**src/rtl/fetch_pkg.sv**
```systemverilog
// Shared types and constants for the instruction fetch unit.
package fetch_pkg;

   localparam int PC_W    = 64;
   localparam int IMEM_AW = 10;
   localparam int INSTR_W = 64;

   localparam logic [PC_W-1:0] RESET_PC = 64'h0;
   localparam logic [PC_W-1:0] PC_STEP  = 64'd4;

   typedef enum logic [1:0] {
      BOOT  = 2'd0,
      FETCH = 2'd1,
      HOLD  = 2'd2
   } fetch_state_t;

   // Word address into instruction memory; wraps naturally at 2^IMEM_AW words.
   function automatic logic [IMEM_AW-1:0] pc_to_imem_addr(input logic [PC_W-1:0] pc);
      return IMEM_AW'(pc >> 2);
   endfunction

endpackage

```
**src/rtl/fetch_pc_gen.sv**
```systemverilog
// Program counter register with redirect / increment / hold selection.
module fetch_pc_gen
   import fetch_pkg::*;
(
   input  logic               clk,
   input  logic               reset,
   input  logic               load_redirect,
   input  logic               advance,
   input  logic [PC_W-1:0]    redirect_pc,
   output logic [PC_W-1:0]    pc,
   output logic [IMEM_AW-1:0] imem_addr
);

   logic [PC_W-1:0] pc_q;
   logic [PC_W-1:0] pc_d;

   // Redirect wins over sequential advance; targets are forced word-aligned.
   always_comb begin
      pc_d = pc_q;
      if (load_redirect) begin
         pc_d = redirect_pc & ~PC_W'(3);
      end else if (advance) begin
         pc_d = pc_q + PC_STEP;
      end
   end

   // PC register.
   always_ff @(posedge clk or posedge reset) begin
      if (reset) begin
         pc_q <= RESET_PC;
      end else begin
         pc_q <= pc_d;
      end
   end

   assign pc        = pc_q;
   assign imem_addr = pc_to_imem_addr(pc_q);

endmodule

```
**src/rtl/instruction_fetch_unit.sv**
```systemverilog
// Instruction fetch unit: owns the PC, registers the fetched instruction
// into the IF/ID slot and handles redirects from execute.
// Optional build macro IFU_PERF_CNT_EN adds saturating performance counters.
//
// state | meaning
// BOOT  | first edge after reset; memory settles on the reset address
// FETCH | slot may be refilled every cycle
// HOLD  | valid word waiting on decode; pc and slot frozen
module instruction_fetch_unit
   import fetch_pkg::*;
(
   input  logic               clk,
   input  logic               reset,
   output logic [IMEM_AW-1:0] imem_addr,
   input  logic [INSTR_W-1:0] imem_instr,
   input  logic               redirect_valid,
   input  logic [PC_W-1:0]    redirect_pc,
   input  logic               id_ready,
   output logic               if_valid,
   output logic [INSTR_W-1:0] if_instr,
   output logic [PC_W-1:0]    if_pc
`ifdef IFU_PERF_CNT_EN
   ,
   output logic [31:0]        perf_fetched,
   output logic [31:0]        perf_stall,
   output logic [31:0]        perf_flush
`endif
);

   fetch_state_t       state_q, state_d;
   logic               if_valid_q, if_valid_d;
   logic [INSTR_W-1:0] if_instr_q, if_instr_d;
   logic [PC_W-1:0]    if_pc_q, if_pc_d;

   logic               capture;
   logic               load_redirect;
   logic               slot_free;
   logic [PC_W-1:0]    pc;

   fetch_pc_gen u_pc_gen (
      .clk           (clk),
      .reset         (reset),
      .load_redirect (load_redirect),
      .advance       (capture),
      .redirect_pc   (redirect_pc),
      .pc            (pc),
      .imem_addr     (imem_addr)
   );

   assign slot_free = !if_valid_q || id_ready;

   // Next state, slot update and pc control; redirect outranks capture.
   always_comb begin
      state_d       = state_q;
      if_valid_d    = if_valid_q;
      if_instr_d    = if_instr_q;
      if_pc_d       = if_pc_q;
      capture       = 1'b0;
      load_redirect = 1'b0;

      case (state_q)
         BOOT: begin
            state_d = FETCH;
         end
         FETCH: begin
            if (redirect_valid) begin
               load_redirect = 1'b1;
               if_valid_d    = 1'b0;
               state_d       = FETCH;
            end else if (slot_free) begin
               capture = 1'b1;
               state_d = FETCH;
            end else begin
               state_d = HOLD;
            end
         end
         HOLD: begin
            if (redirect_valid) begin
               load_redirect = 1'b1;
               if_valid_d    = 1'b0;
               state_d       = FETCH;
            end else if (id_ready) begin
               capture = 1'b1;
               state_d = FETCH;
            end
         end
         default: begin
            state_d = BOOT;
         end
      endcase

      if (capture) begin
         if_instr_d = imem_instr;
         if_pc_d    = pc;
         if_valid_d = 1'b1;
      end
   end

   // State and IF/ID output register.
   always_ff @(posedge clk or posedge reset) begin
      if (reset) begin
         state_q    <= BOOT;
         if_valid_q <= 1'b0;
         if_instr_q <= '0;
         if_pc_q    <= '0;
      end else begin
         state_q    <= state_d;
         if_valid_q <= if_valid_d;
         if_instr_q <= if_instr_d;
         if_pc_q    <= if_pc_d;
      end
   end

   assign if_valid = if_valid_q;
   assign if_instr = if_instr_q;
   assign if_pc    = if_pc_q;

`ifdef IFU_PERF_CNT_EN
   logic [31:0] perf_fetched_q, perf_fetched_d;
   logic [31:0] perf_stall_q, perf_stall_d;
   logic [31:0] perf_flush_q, perf_flush_d;

   // Saturating event counters.
   always_comb begin
      perf_fetched_d = perf_fetched_q;
      perf_stall_d   = perf_stall_q;
      perf_flush_d   = perf_flush_q;
      if (if_valid_q && id_ready && (perf_fetched_q != 32'hFFFF_FFFF)) begin
         perf_fetched_d = perf_fetched_q + 32'd1;
      end
      if (if_valid_q && !id_ready && (perf_stall_q != 32'hFFFF_FFFF)) begin
         perf_stall_d = perf_stall_q + 32'd1;
      end
      if (load_redirect && if_valid_q && (perf_flush_q != 32'hFFFF_FFFF)) begin
         perf_flush_d = perf_flush_q + 32'd1;
      end
   end

   // Counter registers.
   always_ff @(posedge clk or posedge reset) begin
      if (reset) begin
         perf_fetched_q <= '0;
         perf_stall_q   <= '0;
         perf_flush_q   <= '0;
      end else begin
         perf_fetched_q <= perf_fetched_d;
         perf_stall_q   <= perf_stall_d;
         perf_flush_q   <= perf_flush_d;
      end
   end

   assign perf_fetched = perf_fetched_q;
   assign perf_stall   = perf_stall_q;
   assign perf_flush   = perf_flush_q;
`endif

endmodule

```
**config.mk**
```make
export PLATFORM = sky130hd
export DESIGN_NAME = instruction_fetch_unit
export DESIGN_NICKNAME = d
export VERILOG_FILES = /design/src/rtl/fetch_pkg.sv /design/src/rtl/fetch_pc_gen.sv /design/src/rtl/instruction_fetch_unit.sv
export SDC_FILE = /design/constraint.sdc
export NUM_CORES = 1
export LEC_CHECK = 0
export CORE_MARGIN = 2
export CORE_UTILIZATION = 30
export CTS_CLUSTER_SIZE = 40
export DETAILED_ROUTE_END_ITERATION = 7
export GPL_TIMING_DRIVEN = 1
export PLACE_DENSITY = 0.59
export SLEW_MARGIN = 0
export SYNTH_ARGS = -nofsm -noshare
export SYNTH_HDL_FRONTEND = slang
export SYNTH_SLANG_ARGS = --single-unit
```
**constraint.sdc**
```tcl
create_clock -name clk -period 7.5 [get_ports clk]
set_input_delay 1.125 -clock clk [delete_from_list [all_inputs] [get_ports clk]]
set_output_delay 1.125 -clock clk [all_outputs]
set_load 0.01 [all_outputs]
```
## After elaboration in Yosys (flattened, before gate mapping)

Index checks and enable logic that the tools add are counted.

- Add/sub/neg operators: 1
- Eq/ne operators: 3
- Multiplexer cells: 17
- Reduce and logical (&&, ||, !) cells: 8

Operators by type and width:

| cell | number |
|---|---|
| 64-bit 2-to-1 mux | 2 |
| 64-bit by 3-bit adder with 64-bit output, second input constant | 1 |
| 1-bit 2-to-1 mux | 9 |
| 2-bit 2-to-1 mux | 4 |
| 2-bit one-hot mux with 3 select lines | 1 |
| 2-bit nonzero test | 3 |
| 3-bit inequality test, second input constant | 1 |
| 2-bit by 1-bit equality test with 1-bit output, second input constant | 1 |
| 2-bit equality test, second input constant | 1 |
| 2-bit zero test | 1 |
| 1-bit one-hot mux with 2 select lines | 1 |
| 2-bit AND reduction | 1 |
| 2-bit OR reduction | 1 |
| 1-bit zero test | 1 |
| 1-bit logical OR | 1 |

- Input bits: 132
- Register bits after elaboration: 195
- Output and inout port bits: 139
- Logic and storage cells: 34

## Depth between registers and ports, before layout

Gate-level depths: netlist of the first run.

- Word-level depth: 7
- Gate-level depth with buffers: 9
- Mapped depth without buffers: 7

## Modules after synthesis

Synthesis of the first run repeated with hierarchy kept, for this count alone.

- Cell total of the unflattened synthesis: 720
- Area total of the unflattened synthesis: 8,793.4 µm²

Modules (own cells, without submodules):

| module | area each (µm²) | sequential area each (µm²) | times used | cells an instance |
|---|---|---|---|---|
| instruction_fetch_unit | 4,971.0 | 3,278.1 | 1 | 294 |
| fetch_pc_gen | 3,822.4 | 1,551.5 | 1 | 426 |

## Least setup slack after synthesis of the first run

Ideal clock, no wire load.

- Path kind: in2reg
- From: input port redirect_valid
- To: register if_instr_q[10] (netlist: if_instr[10])
- Arrival: 2.663 ns
- Slack: 4.772 ns
- Path buffers: 3
- Required time: 7.435 ns
- Stages: 7
- Setup time: 0.065 ns
- Path through: nand2b_1 > nor3_1 > buf_2 > clkbuf_1 > clkbuf_1 > nand2_1 > nand2_1

- Longest elaborated chain between the ends: 2
- Elaborated cells between the ends (all ways): 3
- Those cells by class: 3 x mux

RTL lines:

| item | line | source |
|---|---|---|
| from (decl) | instruction_fetch_unit.sv:16 | `input logic redirect_valid,` |
| 1-bit 2-to-1 mux (on tied branches) | instruction_fetch_unit.sv:78, instruction_fetch_unit.sv:66 |  |
| 1-bit one-hot mux with 2 select lines * | instruction_fetch_unit.sv:61 | `case (state_q)` |
| to (signal assigned) | instruction_fetch_unit.sv:109 | `if_instr_q <= if_instr_d;` |
| to (decl) | instruction_fetch_unit.sv:32 | `logic [INSTR_W-1:0] if_instr_q, if_instr_d;` |

Every way passes the cells marked *; elsewhere a longest branch is shown, timed or not.
A chain may end at the register's enable or synchronous reset.

## Worst setup path after layout of the first run

- From: input port id_ready
- To: register u_pc_gen.pc_q[43] (netlist: u_pc_gen.pc[43])

- Longest elaborated chain between the ends: 5
- Elaborated cells between the ends (all ways): 7
- Those cells by class: 5 x mux; 2 x reduce/logical

RTL lines:

| item | line | source |
|---|---|---|
| from (decl) | instruction_fetch_unit.sv:18 | `input logic id_ready,` |
| 1-bit logical OR | instruction_fetch_unit.sv:50 | `assign slot_free = !if_valid_q \|\| id_ready;` |
| 1-bit 2-to-1 mux | instruction_fetch_unit.sv:70 | `end else if (slot_free) begin` |
| 1-bit 2-to-1 mux | instruction_fetch_unit.sv:66 | `if (redirect_valid) begin` |
| 1-bit one-hot mux with 2 select lines * | instruction_fetch_unit.sv:61 |  |
| 2-bit nonzero test (no source line) * | - |  |
| to (signal assigned) | fetch_pc_gen.sv:32 | `pc_q <= pc_d;` |
| to (decl) | fetch_pc_gen.sv:14 | `logic [PC_W-1:0] pc_q;` |

Marks and branches as above.

==> results.sh, run 1 <==
export IMPL_synthArstFlopShare_pct=100.0
export IMPL_post_cts_resized=0
export IMPL_vias_per_cell=4.980
export IMPL_cap_violations=0
export IMPL_synth_fa_ha_area_share_pct=0.6930
export IMPL_syn_area_sq_mm=0.009027
export IMPL_grt_overflow=0
export IMPL_drive_gt1_share_pct=4.878
export IMPL_fin_crit_sh_pct=53.15
export IMPL_hold_viol=0
export IMPL_worst_slack_ns=3.513
export IMPL_cp_arrival_ns=4.35
export IMPL_fin_nets=1397
export IMPL_core_area_sq_mm=0.02964
export IMPL_synth_top_family_by_area="simple AND/OR/NAND/NOR gates"
export IMPL_globalRouteTotalUtil_pct=18.70
export IMPL_hold_path_class="reg2reg"
export IMPL_end_kind="register"
export IMPL_fmaxAchievable_mhz=250.8
export IMPL_clockBufferDepth=2
export IMPL_grt_setup_unrepaired="false"
export IMPL_cellLeakagePower_uw=0.005535
export IMPL_fp_row_count=63
export IMPL_drtAntennaViolNets=0
export IMPL_grt_max_degree=128
export IMPL_status="finished clean"
export IMPL_yosysSeqAreaShare_pct=52.95
export IMPL_postLayoutCoreUtil_pct=42.41
export IMPL_grt_pass1_wl_mm=46.22
export IMPL_clk_pin_slew_worst_paths_ns=0.07
export IMPL_syn_to_final_growth_pct=39.25
export IMPL_total_power_uw=5100
export IMPL_post_place_ws_ns=3.027
export IMPL_place_congestion=0.8048
export IMPL_synth_commonest_cells="nand2_1 (400), dfrtp_1 (191), nor2_1 (48)"
export IMPL_ff2ff_setup_slack_ns=4.01
export IMPL_die_h_um=177.5
export IMPL_skew_ns=0.02038
export IMPL_yosys_warnings=0
export IMPL_ios=271
export IMPL_vias=8281
export IMPL_min_period_ns=3.987
export IMPL_synth_top_area_share_pct=52.95
export IMPL_wl_per_cell_um=17.68
export IMPL_yosys_area_share_xor_xnor_pct=0.4851
export IMPL_dpl_cell_area_sq_mm=0.01196
export IMPL_die_w_um=177.5
export IMPL_die_area_sq_mm=0.03150
export IMPL_ys_types=63
export IMPL_htreeDepth=4
export IMPL_synth_top_area_cell="dfrtp_1"
export IMPL_cts_buffers_inserted=17
export IMPL_ys_flop_type="dfrtp_1"
export IMPL_postSynthAreaPerCell_sq_um=8.747
export IMPL_vdd_drop_max_mv=0.1874
export IMPL_p_per_area_mw_per_mm2=405.7
export IMPL_synth_cells=1032
export IMPL_synth_most_common_cell="nand2_1"
export IMPL_insertion_delay_ns=0.44
export IMPL_synth_mux_area_share_pct=1.026
export IMPL_criticalPathCategory="in2reg"
export IMPL_tightest_slew_ns=1.072
export IMPL_synthSimpleGateAreaFrac_pct=29.97
export IMPL_synth_edf_count=0
export IMPL_fin_area_sq_mm=0.01257
export IMPL_tns_ns=0
export IMPL_dpl_hpwl_mm=20.39
export IMPL_holdBufCountCts=0
export IMPL_synthTopCellsByArea="dfrtp_1 (53%), nand2_1 (17%), nand4_1 (2.1%), nor2_1 (2.0%), nand3_1 (1.8%)"
export IMPL_synth_compound_area_share_pct=10.85
export IMPL_slew_viol_final=0
export IMPL_antenna_found_initial=4
export IMPL_dr_pass1_iters=7
export IMPL_setup_viol=0
export IMPL_dr_first_iter_drc_count=524
export IMPL_critPathMaxFanout=94
export IMPL_grt_pass1_vias=8109
export IMPL_tritoncts="yes"
export IMPL_yosys_register_bits=191
export IMPL_required_ns=7.86
export IMPL_slew_headroom_pct=28.54
export IMPL_totalWireLength_mm=29.40
export IMPL_cts_sinks=191
export IMPL_drc=0
export IMPL_io_buffers=266
export IMPL_start_kind="primary input"
export IMPL_initial_utilization_pct=30.46
export IMPL_post_cts_buffers=0
export IMPL_cts_root_buf="clkbuf_16"
## worst paths after layout
kind | depth (start not counted) | to | start
setup / recovery | 7 | u_pc_gen.pc[43]$_DFFE_PP0P_ | id_ready
hold / removal | 2 | if_pc[33]$_DFFE_PP0P_ | if_pc[33]$_DFFE_PP0P_
setup reg to reg | 8 | u_pc_gen.pc[43]$_DFFE_PP0P_ | state_q[0]$_DFFE_PP0P_
hold reg to reg | 2 | if_pc[33]$_DFFE_PP0P_ | if_pc[33]$_DFFE_PP0P_
max in group asynchronous | 3 | u_pc_gen.pc[43]$_DFFE_PP0P_ | reset
min in group asynchronous | 2 | if_instr[29]$_DFFE_PP0P_ | reset
## cells in the final DEF (no fill, tap or decap), types with 5 or more instances in the layout
cell	synthesis	layout
o211ai_1	10	10
mux2i_1	7	7
clkbuf_16	0	17
a311oi_1	5	5
nand2_1	400	400
and2_1	10	9
a21oi_1	13	13
inv_1	13	12
a21o_1	6	6
nor4_1	11	10
nand4_1	30	30
nand3_1	33	33
or4_1	9	9
ha_1	5	5
and4_1	7	7
and3_1	8	8
nor2_1	48	48
a22oi_1	5	5
o21ai_0	26	26
nor3_1	24	23
a31oi_1	6	6
dfrtp_1	191	191
o22ai_1	13	13
inv_6	0	5
clkdlybuf4s50_1	0	266
o311ai_0	8	7
a211oi_1	7	7
buf_4	13	9
## layer usage
metal  vias up  GRT usage (%)  routed length, um
met1      3981          25.68              13090
met5         -              0                 27
li1       4008              -                  -
met2       269          29.67              13630
met3        19          4.991               2407
met4         4          3.825                254
## cells by family (layout without fill, tap and decap cells)
| logic type | after synthesis | count (layout) |
|---|---|---|
| xor gates and xnor gates | 5 | 5 |
| muxes | 9 | 9 |
| other | 1 | 4 |
| DFF | 191 | 191 |
| and+or+nand+nor | 605 | 605 |
| buffers and inverters | 80 | 318 |
| adders and majority gates | 5 | 5 |
| AOI/OAI and AO/OA | 136 | 136 |
## report_power, final
group | switching (uW) | total (uW) | internal (uW)
clock network | 443 | 947 | 504
logic | 1160 | 2220 | 1060
registers | 420 | 1930 | 1510
total | 2020 | 5100 | 3080
## through the flow
stage / hold WS (ns) / cells
after global placement: 0.4562 / 1631
after global routing: 0.4957 / 1662
after CTS: 0.4791 / 1661
after floorplan: 0.4769 / 1033
final: 0.4726 / 1663
after detailed placement: 0.4611 / 1631
## flip-flops by register name, indices dropped and copies added, names as in the netlist
register     flops
if_instr        64
if_pc           62
u_pc_gen.pc     62
state_q          2
if_valid         1
## critical path: stages
cell	delay (ns)
clkdlybuf4s50_1	0.51
a21oi_1	0.56
or3_4	0.95
buf_4	0.66
nor2_1	0.15
mux2i_1	0.16
o221a_2	0.18
## layout make-up
type                       count  area [sq um]
inverter                      13         56.30
antenna                        2         5.005
fill                        2959         17070
timing repair buffer         275          2730
clock buffer                  17         425.4
clock inverter                13         170.2
tap                          390         488.0
multi-input combinational    762          3916
sequential                   191          4780
No activity file was read; power rests on OpenSTA's default activity.
==> run 2, diff against run 1 <==
==> constraint.sdc (replaced) <==
create_clock -name clk -period 4 [get_ports clk]
set_input_delay 0.6 -clock clk [delete_from_list [all_inputs] [get_ports clk]]
set_output_delay 0.6 -clock clk [all_outputs]
set_load 0.01 [all_outputs]
==> results.sh, run 2 (same netlist as run 1, synthesis figures left out) <==
export IMPL_cp_startpoint="u_pc_gen.pc[4]$_DFFE_PP0P_"
export IMPL_hold_viol=0
export IMPL_start_kind="register"
export IMPL_grt_pass1_wl_mm=45.17
export IMPL_post_cts_resized=0
export IMPL_clockBufferDepth=2
export IMPL_grt_overflow=0
export IMPL_grt_setup_unrepaired="false"
export IMPL_wl_per_cell_um=17.43
export IMPL_largest_reg_flops=64
export IMPL_slew_viol_final=0
export IMPL_grt_max_degree=72
export IMPL_final_cell_mix="nand2_1 (400), clkdlybuf4s50_1 (266), dfrtp_1 (191)"
export IMPL_place_inst=1645
export IMPL_cap_violations=0
export IMPL_required_ns=4.36
export IMPL_core_area_sq_mm=0.02964
export IMPL_cellLeakagePower_uw=0.005623
export IMPL_fp_row_count=63
export IMPL_clockPowerShare_pct=18.3
export IMPL_io_buffers=266
export IMPL_dpl_hpwl_mm=21.22
export IMPL_vias_per_cell=5.005
export IMPL_antenna_found_initial=0
export IMPL_initial_utilization_pct=30.46
export IMPL_tightest_slew_ns=0.9981
export IMPL_min_period_ns=2.869
export IMPL_p_per_area_mw_per_mm2=755.2
export IMPL_hold_path_class="reg2reg"
export IMPL_worst_slack_ns=1.131
export IMPL_fin_nets=1411
export IMPL_criticalPathCategory="reg2reg"
export IMPL_die_area_sq_mm=0.03150
export IMPL_slew_headroom_pct=32.85
export IMPL_status="finished clean"
export IMPL_r2r_start="u_pc_gen.pc[4]$_DFFE_PP0P_"
export IMPL_cp_arrival_ns=3.23
export IMPL_ios=271
export IMPL_setup_viol=0
export IMPL_totalWireLength_mm=29.23
export IMPL_place_congestion=0.8254
export IMPL_power_frac_seq_pct=37.7
export IMPL_globalRouteTotalUtil_pct=18.43
export IMPL_dr_pass1_iters=5
export IMPL_die_w_um=177.5
export IMPL_switchingPower_uw=3762
export IMPL_drc=0
export IMPL_htreeDepth=4
export IMPL_clk_pin_slew_worst_paths_ns=0.08
export IMPL_die_h_um=177.5
export IMPL_post_place_ws_ns=0.9617
export IMPL_fmaxAchievable_mhz=348.6
export IMPL_stdcell_count=1677
export IMPL_mostFrequentLayoutCell="nand2_1"
export IMPL_insertion_delay_ns=0.44
export IMPL_cts_sinks=191
export IMPL_tritoncts="yes"
export IMPL_syn_to_final_growth_pct=40.96
export IMPL_vdd_drop_max_mv=0.3722
export IMPL_skew_ns=0.01507
export IMPL_fin_crit_sh_pct=71.72
export IMPL_cts_root_buf="clkbuf_16"
export IMPL_holdBufCountCts=0
export IMPL_drtAntennaViolNets=0
export IMPL_antenna_diode_count=0
export IMPL_p_sw_share_pct=39.14
export IMPL_critPathMaxFanout=11
export IMPL_tns_ns=0
export IMPL_drive_gt1_share_pct=5.905
export IMPL_grt_pass1_vias=7924
export IMPL_post_cts_buffers=0
export IMPL_cts_buffers_inserted=17
export IMPL_vias=8394
export IMPL_end_kind="register"
export IMPL_hp_start="if_pc[31]$_DFFE_PP0P_"
export IMPL_comb_power_share_pct=44.0
export IMPL_holdWs_ns=0.4725
export IMPL_internal_power_uw=5848
export IMPL_dr_first_iter_drc_count=482
run 2: per-stage QoR:
stage	instance area (sq um)	utilization, %	total power, uW
2_1_floorplan	9035	-	5747
3_3_place_gp	12130	40.92	7854
3_5_place_dp	12130	40.92	7932
4_1_cts	12720	42.93	9729
5_1_grt	12720	42.93	10340
6_report	12720	42.93	9610
run 2: path summary, 6_finish.rpt:
kind                                          endpoint  cells past startpoint  slack, ns
min                              if_pc[31]$_DFFE_PP0P_                      2       0.47
min in group asynchronous     if_instr[16]$_DFFE_PP0P_                      2       0.63
max reg2reg                u_pc_gen.pc[60]$_DFFE_PP0P_                      6       1.13
max                        u_pc_gen.pc[60]$_DFFE_PP0P_                      6       1.13
max in group asynchronous        if_pc[14]$_DFFE_PP0P_                      3       2.61
min reg2reg                      if_pc[31]$_DFFE_PP0P_                      2       0.47
run 2: worst max-delay path: stages (launching register included):
cell      delay [ns]
dfrtp_1         0.51
nand4_1         0.28
nor4_4          0.67
buf_4           0.27
nand4_2         0.24
or4_1           0.58
a211oi_2        0.23
run 2: layout make-up:
cell class                      count  area (sq um)
Multi-Input combinational cell    762          3910
Timing Repair Buffer              289          2898
Clock inverter                     13         153.9
Tap cell                          390         488.0
Clock buffer                       19         442.9
Inverter                           13         52.55
Fill cell                        2945         16910
Sequential cell                   191          4780
run 2: layer usage:
| layer | global-route usage, % | part of all wire [%] | vias to the layer above | wire (um) |
|---|---|---|---|---|
| met5 | 0 | 0 | - | 0 |
| met4 | 5.772 | 2.1 | 0 | 611 |
| met3 | 5.077 | 7.5 | 32 | 2195 |
| met2 | 28.18 | 45 | 290 | 13050 |
| met1 | 25.27 | 46 | 4049 | 13370 |
| li1 | - | - | 4023 | - |
run 2: power by group through the flow:
stage	logic [uW]	registers [uW]	clock network (uW)
floorplan	2000	3750	0
CTS	4290	3620	1820
finish	4230	3620	1760
detailed placement	4280	3650	0
global route	4670	3770	1900
global placement	4230	3630	0
==> run 3, diff against run 2 <==
--- a/config.mk
+++ b/config.mk
@@ -10,7 +10,7 @@
 export CTS_CLUSTER_SIZE = 40
 export DETAILED_ROUTE_END_ITERATION = 7
 export GPL_TIMING_DRIVEN = 1
-export PLACE_DENSITY = 0.59
+export PLACE_DENSITY = 0.61
 export SLEW_MARGIN = 0
 export SYNTH_ARGS = -nofsm -noshare
 export SYNTH_HDL_FRONTEND = slang
==> constraint.sdc (replaced) <==
create_clock -name clk -period 2.5 [get_ports clk]
set_input_delay 0.375 -clock clk [delete_from_list [all_inputs] [get_ports clk]]
set_output_delay 0.375 -clock clk [all_outputs]
set_load 0.01 [all_outputs]
==> results.sh, run 3 (same netlist as run 1, synthesis figures left out) <==
export IMPL_vias_per_cell=4.957
export IMPL_place_congestion=0.8658
export IMPL_antenna_found_initial=1
export IMPL_tightest_slew_ns=0.5242
export IMPL_path_delay_family="simple AND/OR/NAND/NOR gates"
export IMPL_grt_pass1_wl_mm=47.01
export IMPL_slew_viol_final=0
export IMPL_die_h_um=177.5
export IMPL_totalWireLength_mm=30.18
export IMPL_core_area_sq_mm=0.02964
export IMPL_dpl_hpwl_mm=22.24
export IMPL_crit_slowest_cell="or4_1"
export IMPL_mostFrequentLayoutCell="nand2_1"
export IMPL_path_depth=6
export IMPL_cts_root_buf="clkbuf_16"
export IMPL_syn_to_final_growth_pct=46.07
export IMPL_fmaxAchievable_mhz=438.1
export IMPL_worst_slack_ns=0.2174
export IMPL_grt_setup_unrepaired="false"
export IMPL_die_area_sq_mm=0.03150
export IMPL_fin_nets=1465
export IMPL_setup_viol=0
export IMPL_htreeDepth=4
export IMPL_io_buffers=266
export IMPL_criticalPathCategory="reg2reg"
export IMPL_drive_gt1_share_pct=9.701
export IMPL_critPathBufInv=1
export IMPL_hold_viol=0
export IMPL_slew_headroom_pct=65.05
export IMPL_holdBufCountCts=0
export IMPL_stdcell_count=1731
export IMPL_place_inst=1699
export IMPL_globalRouteTotalUtil_pct=19.19
export IMPL_total_power_uw=15760
export IMPL_min_period_ns=2.283
export IMPL_required_ns=2.83
export IMPL_cts_buffers_inserted=17
export IMPL_cts_sinks=191
export IMPL_wl_per_cell_um=17.43
export IMPL_hold_path_class="in2async"
export IMPL_critPathMaxFanout=16
export IMPL_tritoncts="yes"
export IMPL_path_cells="nand4_1 > nor4_4 > buf_4 > nand4_1 > or4_1 > o311a_1"
export IMPL_initial_utilization_pct=30.46
export IMPL_post_cts_resized=0
export IMPL_seqCellArea_sq_mm=0.004780
export IMPL_drtAntennaViolNets=0
export IMPL_grt_pass1_vias=8324
export IMPL_largest_reg_flops=64
export IMPL_insertion_delay_ns=0.44
export IMPL_skew_ns=0.01456
export IMPL_final_cell_mix="nand2_1 (400), clkdlybuf4s50_1 (266), dfrtp_1 (191)"
export IMPL_cellLeakagePower_uw=0.005894
export IMPL_dr_pass1_iters=5
export IMPL_p_per_area_mw_per_mm2=1196
export IMPL_grt_max_degree=73
export IMPL_ios=271
export IMPL_fill_cells=2871
export IMPL_post_place_ws_ns=0.07468
export IMPL_fin_crit_sh_pct=91.30
export IMPL_cp_arrival_ns=2.61
export IMPL_start_kind="register"
export IMPL_die_w_um=177.5
export IMPL_slowest_delay_ns=0.57
export IMPL_vias=8580
export IMPL_clk_pin_slew_worst_paths_ns=0.08
export IMPL_fp_row_count=63
export IMPL_r2r_cells=6
export IMPL_status="finished clean"
export IMPL_end_kind="register"
export IMPL_vdd_drop_max_mv=0.5782
export IMPL_clockBufferDepth=2
export IMPL_dr_first_iter_drc_count=537
export IMPL_cap_violations=0
export IMPL_grt_overflow=0
export IMPL_cpMostUsedCell="nand4_1"
export IMPL_post_cts_buffers=0
export IMPL_drc=0
export IMPL_multi_input_area_sq_mm=0.003910
run 3: cell types whose count changed in the layout (fill, tap and decap cells not counted), moves of 2 or more:
cell       change
clkinv_8       +3
bufinv_16      -2
buf_4         +48
inv_8          +2
buf_12         +6
run 3: path summary, 6_finish.rpt:
check                                      startpoint                           to  slack, ns
min reg2reg                  if_instr[31]$_DFFE_PP0P_     if_instr[31]$_DFFE_PP0P_       0.47
min in group clk                       imem_instr[53]     if_instr[53]$_DFFE_PP0P_       0.46
min                                             reset        if_pc[24]$_DFFE_PP0P_       0.23
max reg2reg                u_pc_gen.pc[7]$_DFFE_PP0P_  u_pc_gen.pc[62]$_DFFE_PP0P_       0.22
max in group asynchronous                       reset  u_pc_gen.pc[50]$_DFFE_PP0P_       1.58
max                        u_pc_gen.pc[7]$_DFFE_PP0P_  u_pc_gen.pc[62]$_DFFE_PP0P_       0.22
run 3: through the flow:
step | area [sq um] | TNS [ns] | utilization [%] | hold slack (ns)
6_report | 13190 | 0 | 44.49 | 0.2321
5_1_grt | 13180 | 0 | 44.48 | 0.2341
4_1_cts | 13180 | 0 | 44.48 | 0.2216
3_5_place_dp | 12610 | 0 | 42.54 | 0.4607
3_3_place_gp | 12610 | 0 | 42.54 | 0.4577
2_1_floorplan | 9035 | -64.45 | - | 0.4458
run 3: worst register-to-register path: stages, from the launching register on:
cell and delay, ns:
dfrtp_1 0.43, nand4_1 0.25, nor4_4 0.30, buf_4 0.26
nand4_1 0.22, or4_1 0.57, o311a_1 0.14
run 3: layout make-up:
type | instances | share of cell area (%)
clock inverters | 14 | 1.139
inverters | 13 | 0.3985
well taps | 390 | 3.701
repair buffers | 343 | 25.62
multi-input cells | 762 | 29.65
clock buffers | 17 | 3.226
flip-flops and latches | 191 | 36.25
diodes | 1 | 0.01898
run 3: power breakdown:
part / total (uW) / switching (uW) / internal [uW]
clock network: 2680 / 1350 / 1330
logic: 7410 / 3740 / 3660
registers: 5680 / 1130 / 4540
total: 15800 / 6230 / 9540
run 3: per-layer routing:
layer / vias up / routed length (um) / track usage (%)
met5: - / 0 / 0
met4: 0 / 539 / 5.089
met3: 39 / 2553 / 5.527
met2: 328 / 13710 / 30.25
met1: 4074 / 13370 / 25.78
li1: 4139 / - / -
